==> src/rtl/keypad_scanner.sv <==
// Column-scan controller for a 4x4 active-low matrix keypad: walks the columns,
// samples the debounced rows at the end of each dwell and reports one strobe per press.
module keypad_scanner #(
  parameter int SCAN_CYCLES    = 70000,
  parameter int RELEASE_CYCLES = 70000
) (
  input  logic       clk,
  input  logic       rst,
  input  logic [3:0] row_n,
  output logic [3:0] col_n,
  output logic [3:0] key_code,
  output logic       key_valid,
  output logic       key_held
);

  localparam int CNT_MAX = (SCAN_CYCLES > RELEASE_CYCLES) ? SCAN_CYCLES : RELEASE_CYCLES;
  localparam int CW      = (CNT_MAX > 2) ? $clog2(CNT_MAX) : 1;

  localparam logic [CW-1:0] SCAN_LAST = CW'(SCAN_CYCLES - 1);
  localparam logic [CW-1:0] REL_LAST  = CW'(RELEASE_CYCLES - 1);
  localparam logic [CW-1:0] CNT_ZERO  = CW'(0);
  localparam logic [CW-1:0] CNT_ONE   = CW'(1);

  typedef enum logic [0:0] {
    ST_SCAN = 1'b0,
    ST_HELD = 1'b1
  } state_t;

  state_t        state_r, state_s;
  logic [1:0]    col_r, col_s;
  logic [CW-1:0] cnt_r, cnt_s;
  logic [3:0]    key_code_r, key_code_s;
  logic          key_valid_r, key_valid_s;
  logic          key_held_r;
  logic [3:0]    col_n_r;

  // Lower row index wins when several rows are pulled low together.
  function automatic logic [1:0] lowest_low_row(input logic [3:0] rows);
    logic [1:0] idx;
    if (rows[0] == 1'b0) begin
      idx = 2'd0;
    end else if (rows[1] == 1'b0) begin
      idx = 2'd1;
    end else if (rows[2] == 1'b0) begin
      idx = 2'd2;
    end else begin
      idx = 2'd3;
    end
    return idx;
  endfunction

  // Next-state, counter, column and strobe logic for the scan/hold FSM.
  always_comb begin
    state_s     = state_r;
    col_s       = col_r;
    cnt_s       = cnt_r;
    key_code_s  = key_code_r;
    key_valid_s = 1'b0;
    case (state_r)
      ST_SCAN: begin
        if (cnt_r == SCAN_LAST) begin
          cnt_s = CNT_ZERO;
          if (row_n == 4'hF) begin
            col_s = col_r + 2'd1;
          end else begin
            key_code_s  = {lowest_low_row(row_n), col_r};
            key_valid_s = 1'b1;
            state_s     = ST_HELD;
          end
        end else begin
          cnt_s = cnt_r + CNT_ONE;
        end
      end
      ST_HELD: begin
        if (row_n != 4'hF) begin
          cnt_s = CNT_ZERO;
        end else if (cnt_r == REL_LAST) begin
          state_s = ST_SCAN;
          col_s   = col_r + 2'd1;
          cnt_s   = CNT_ZERO;
        end else begin
          cnt_s = cnt_r + CNT_ONE;
        end
      end
      default: begin
        state_s = ST_SCAN;
        col_s   = 2'd0;
        cnt_s   = CNT_ZERO;
      end
    endcase
  end

  // State register; outputs are registered from the next-state values.
  always_ff @(posedge clk or posedge rst) begin
    if (rst) begin
      state_r     <= ST_SCAN;
      col_r       <= 2'd0;
      cnt_r       <= CNT_ZERO;
      key_code_r  <= 4'd0;
      key_valid_r <= 1'b0;
      key_held_r  <= 1'b0;
      col_n_r     <= 4'b1110;
    end else begin
      state_r     <= state_s;
      col_r       <= col_s;
      cnt_r       <= cnt_s;
      key_code_r  <= key_code_s;
      key_valid_r <= key_valid_s;
      key_held_r  <= (state_s == ST_HELD);
      col_n_r     <= ~(4'b0001 << col_s);
    end
  end

  assign col_n     = col_n_r;
  assign key_code  = key_code_r;
  assign key_valid = key_valid_r;
  assign key_held  = key_held_r;

endmodule

==> config.mk <==
export PLATFORM = sky130hd
export DESIGN_NAME = keypad_scanner
export DESIGN_NICKNAME = d
export VERILOG_FILES = /design/src/rtl/keypad_scanner.sv
export SDC_FILE = /design/constraint.sdc
export NUM_CORES = 1
export LEC_CHECK = 0
export ABC_AREA = 1
export CELL_PAD_IN_SITES_DETAIL_PLACEMENT = 0
export CELL_PAD_IN_SITES_GLOBAL_PLACEMENT = 1
export CORE_ASPECT_RATIO = 0.7
export CORE_MARGIN = 1.5
export CORE_UTILIZATION = 41
export DETAILED_ROUTE_END_ITERATION = 12
export DONT_BUFFER_PORTS = 1
export PLACE_DENSITY = 0.83
export SLEW_MARGIN = 20
export SYNTH_ARGS = -nofsm -noshare
export SYNTH_HDL_FRONTEND = slang
export SYNTH_SLANG_ARGS = --single-unit
export TNS_END_PERCENT = 1
==> constraint.sdc <==
create_clock -name clk -period 1.3 [get_ports clk]
set_input_delay 0.26 -clock clk [delete_from_list [all_inputs] [get_ports clk]]
set_output_delay 0.26 -clock clk [all_outputs]
set_load 0.02 [all_outputs]
## Word level (Yosys, flattened, before mapping)

Cells that the tools add are included.

- Add/subtract/negate cells: 2
- Eq/ne operators: 3
- Shifts and indexed selects: 1
- Mux-type cells: 17
- Bitwise logic cells: 3
- Reductions and logical operators: 1

Operators with widths:

| kind | count |
|---|---|
| $mux 17 | 2 |
| $pmux 17 s2 | 1 |
| $add 17x1->17 const B | 1 |
| $eq 17x17->1 const B | 1 |
| $mux 2 | 6 |
| $mux 1 | 6 |
| $eq 4x4->1 const B | 1 |
| $ne 4x4->1 const B | 1 |
| $not 4->4 | 1 |
| $pmux 2 s2 | 1 |
| $shl 1x2->4 const A | 1 |
| $reduce_and 3->1 | 1 |
| $add 2x1->2 const B | 1 |
| $not 1->1 | 2 |
| $pmux 1 s2 | 1 |

- Register bits after elaboration: 29
- Output and inout bits: 10

## Longest topological paths before layout

- Depth after elaboration: 6
- Gate-level depth with buffers: 9
- Gate-level depth less buffers: 9

## Least setup slack after synthesis

No wires, ideal clock.

- Path kind: register to register
- Start: register cnt_r[0]
- End: register col_n_r[0], in the netlist col_n[0]
- Data arrival time: 1235 ps
- Path slack: -53 ps
- Cell stages (with the launch flop): 9
- Path buffers: 0
- Period minus slack after synthesis: 1353 ps
- Path through: dfrtp_1 > ha_1 > nand2_2 > nor2_4 > nand3_2 > nor2_4 > nand3_2 > nand2_2 > nand2_1

- Cells in the longest elaborated chain, start to end: 6
- Elaborated cells between the ends (all ways): 7

RTL lines:

| what | RTL line | RTL |
|---|---|---|
| start, declared | 31 | `logic [CW-1:0] cnt_r, cnt_s;` |
| start signal, assigned | 106 | `cnt_r <= cnt_s;` |
| $eq 17x17->1 * | 61, 77 |  |
| $mux 2 | 77 | `end else if (cnt_r == REL_LAST) begin` |
| $mux 2 | 75 | `if (row_n != 4'hF) begin` |
| $pmux 2 s2 * | 59 | `case (state_r)` |
| $shl 1x2->4 * | 110 | `col_n_r <= ~(4'b0001 << col_s);` |
| $not 4->4 * | 110 |  |
| end signal, assigned | 110 |  |
| end, declared | 35 | `logic [3:0] col_n_r;` |

Every way passes the cells marked *; elsewhere a longest branch is shown, timed or not.
A chain may end at the register's enable or synchronous reset.

## Worst setup path after layout

- Start: register cnt_r[1]
- End: register key_code_r[3], in the netlist key_code[3]

- Cells in the longest elaborated chain, start to end: 2

RTL lines:

| what | RTL line | RTL |
|---|---|---|
| $eq 17x17->1 | 61 | `if (cnt_r == SCAN_LAST) begin` |
| $reduce_and 3->1 (no line) | - |  |
| end signal, assigned | 107 | `key_code_r <= key_code_s;` |
| end, declared | 32 | `logic [3:0] key_code_r, key_code_s;` |

No other way between the ends.

==> impl_summary.md <==
STA
Setup repair after global routing could not meet its margin everywhere. The highest attainable clock frequency is 697 MHz. The time the worst path needs with I/O delays and setup is 1440 ps. After layout, the worst setup slack is -135 ps. The number of slew-limit violations in the final report came to 0. Final hold analysis gives a worst-case slack of 208 ps. At the pin with the least slew margin, the transition time is 391 ps. The post-route fraction of the period consumed by the critical path is 110%.

The final count of hold timing violations is 0. After routing, the total negative slack on setup checks comes to -1400 ps. The worst setup skew after layout is 4.39 ps. The worst pin sits at a relative slew slack of 73.8%. The final setup violation count is 27.

Placement
Port buffering added 0 buffers. The post-detailed-placement half-perimeter wirelength is 3.36 mm. Before CTS, the worst setup slack after placement is -141 ps.

The weighted congestion reported at the end of routability-driven placement is 0.879.

Die
The floorplan step defined a die boundary enclosing 4440 sq um. Pin placement for this block handled 16 I/O pins. The site row count is 19.

The placeable core area is 3900 sq um. In this run the horizontal extent of the chip is 79.0 microns. The vertical die dimension is 56.2 microns. For this configuration, the core starts out at a cell density of 42.6%.

Job
The number of maximum-capacitance violations is 0.

Logic synthesis
In this run, distinct cell masters in the synthesized netlist total 22. The most used standard cell by instance count after synthesis is nand2_1. The biggest area contributor in the post-synthesis netlist is dfrtp_1. In the synthesized netlist, the number of instances is 225.

In the post-synthesis netlist, the biggest area contributors are dfrtp_1 39%, nand2_1 14%, nor2_1 9.5%. During synthesis, Yosys emitted a total of 0 warnings. The cell area after synthesis is 1660 sq um. The mean instance size in the synthesized netlist is 7.37 sq um.

The fraction of post-synthesis cell area in the top cell type by area is 39.2%. The synthesized design contains 0 enable-type register cells. In this run, synthesis produced a sequential element count of 29.

Counting instances in the post-synthesis netlist gives the leading cell types as 63 x nand2_1, 42 x nor2_1, 26 x dfrtp_1, 24 x inv_1, 19 x nand3_1. The async set-or-reset flop fraction in the synthesized netlist is 100%. Counting every net in the synthesized netlist gives 232.

The register area share after synthesis is 44.0%. The most used flip-flop cell after synthesis is dfrtp_1.

Critical path
STA puts the critical path data required time at 1470 ps. The worst-case register-to-register setup slack is -140 ps. Among all stages on the critical path, the largest delay is contributed by dfrtp_1. The worst setup path is of the flip-flop to flip-flop kind. Of all nets on the critical path, the largest fanout is 6.

The worst setup path is captured at a flip-flop. The critical path goes through ha_2 > nand2_2 > nor2_4 > nand3_2 > nor2_4 > nand2_4 > nand2_1 > nand2_1. The category of the worst setup path launch point is a flip-flop. The worst endpoint data arrival time is 1600 ps. The largest stage delay on the critical path is 360 ps.

Clock network
The H-tree depth reported by CTS is 2. The CTS tree is done. The clock passes through at most 2 buffers. Clock tree synthesis inserted a total of 5 buffers. The clock-pin slew on the worst setup and hold paths is 70 ps.

The tree is rooted in a clkbuf_8. Clock tree synthesis found a total of 29 sinks. The clock network latency to the later pin of the worst-skew pair is 280 ps.

Detailed routing
The detail route stage leaves a number of antenna-violating nets equal to 0. The number of optimization iterations in the first detailed-route pass is 4. The number of design rule violations left after detail routing is 0. The first routing iteration left 101 violations. Dividing the detail-routed wire length by the instance count gives 13.6 microns. The final routed wirelength across all metal layers is 4.27 mm.

Dividing the detail-routed via count by the number of cells gives 4.80. The final route contains 1511 vias.

GRT
The total grt overflow is 0. The first global-routing pass estimated 7.16 mm of wire. The largest net degree at the start of global routing is 25. The number of antenna violations at the first check in global routing is 0. The number of global-route vias before repair is 1397. Global routing used 21.7% of the available tracks across all layers.

Hold path
The path class of the tightest hold or removal check is input pin to flip-flop.

Pwr
Across the VDD grid, the largest voltage drop is 645 uV. The total power consumption of the routed design is 1940 uW. The total power divided by cell area is 906 nW/um^2. In this run the static leakage power is 0.000984 uW.

Cells and area
The number of filler instances in the final layout is 388. The final layout contains 269 nets. The antenna diode count is 0. Compared with the post-synthesis result, the final layout area differs by 28.8%.

The share of cells above drive strength 1 is 25.9%. For this run, the share of the core covered by cells in the final layout is 54.8%.

Run status
The flow ran to the end, but the final reports show violations. The checks that failed: setup timing.
==> registers in the layout, indices dropped and copies added (netlist names), named ones only <==
name and count:
key_code 4, cnt_r 17, col_r 2, key_valid 1, col_n 4
==> kinds of logic after synthesis <==
logic type	after synthesis	synth area share (%)
buffers and inverters	28	6.41
AND/OR/NAND/NOR	150	42.1
AO/OA/AOI/OAI	11	3.62
XOR/XNOR	6	3.17
adder cells (fa/ha/maj)	1	0.754
flip-flops	29	44.0
==> final timing paths <==
check                               from           to  cells past startpoint
worst max-delay path            cnt_r[1]  key_code[3]                      8
worst min-delay path            row_n[1]  key_code[2]                      3
worst max register to register  cnt_r[1]  key_code[3]                      8
worst min register to register  cnt_r[0]     cnt_r[0]                      2
max in group asynchronous            rst     col_n[2]                      3
min in group asynchronous            rst  key_code[3]                      2
==> per-stage QoR <==
| step | instances | instance area [sq um] |
|---|---|---|
| after detailed placement | 305 | 1950 |
| after global placement | 305 | 1950 |
| after CTS | 315 | 2090 |
| final | 315 | 2140 |
| after floorplan | 225 | 1660 |
| after global routing | 315 | 2140 |
==> final cells by class <==
cell class	instances	area, sq um	share of cell area, %
multi-input combinational	168	873	40.9
tap	52	65.1	3.04
inverter	27	101	4.74
sequential	29	729	34.1
clock inverter	2	37.5	1.76
timing repair buffer	31	248	11.6
clock buffer	6	82.6	3.86
==> cells in the final DEF, fill, tap and decap left out, drive strengths merged <==
master	n
a211oi	1
a21boi	1
a21oi	4
buf	30
bufinv	1
clkbuf	6
clkinvlp	1
dfrtp	26
dfstp	3
dlygate4sd3	1
ha	1
inv	27
nand2	68
nand3	25
nand3b	1
nand4	7
nor2	47
nor3	2
o21ai	5
xor2	6
==> layer usage <==
layer	share of wire (%)	GRT usage [%]
met5	0	0
met4	1.2	6.77
met3	6.0	5.25
met2	38	26.9
met1	55	35.8
==> worst max-delay path: cells and delay by family (launching register included) <==
kind                       cells  cell delay (ps)
adders and majority gates      1              200
DFF                            1              360
and+or+nand+nor                7              750
==> what timing repair did <==
item	4_1_cts	5_1_grt
hold buffers	1	0
cloned	0	0
endpoints found under the hold margin	5	0
resized for setup	1	10
setup buffers	1	0
pin swaps	3	3
endpoints found under the setup margin	28	29
==> power breakdown <==
part | internal (uW) | switching, uW | total [uW]
logic | 16.7 | 32.1 | 48.8
registers | 904 | 0.554 | 904
clock network | 622 | 361 | 984
Note: power is estimated with default switching activity, not from simulation.
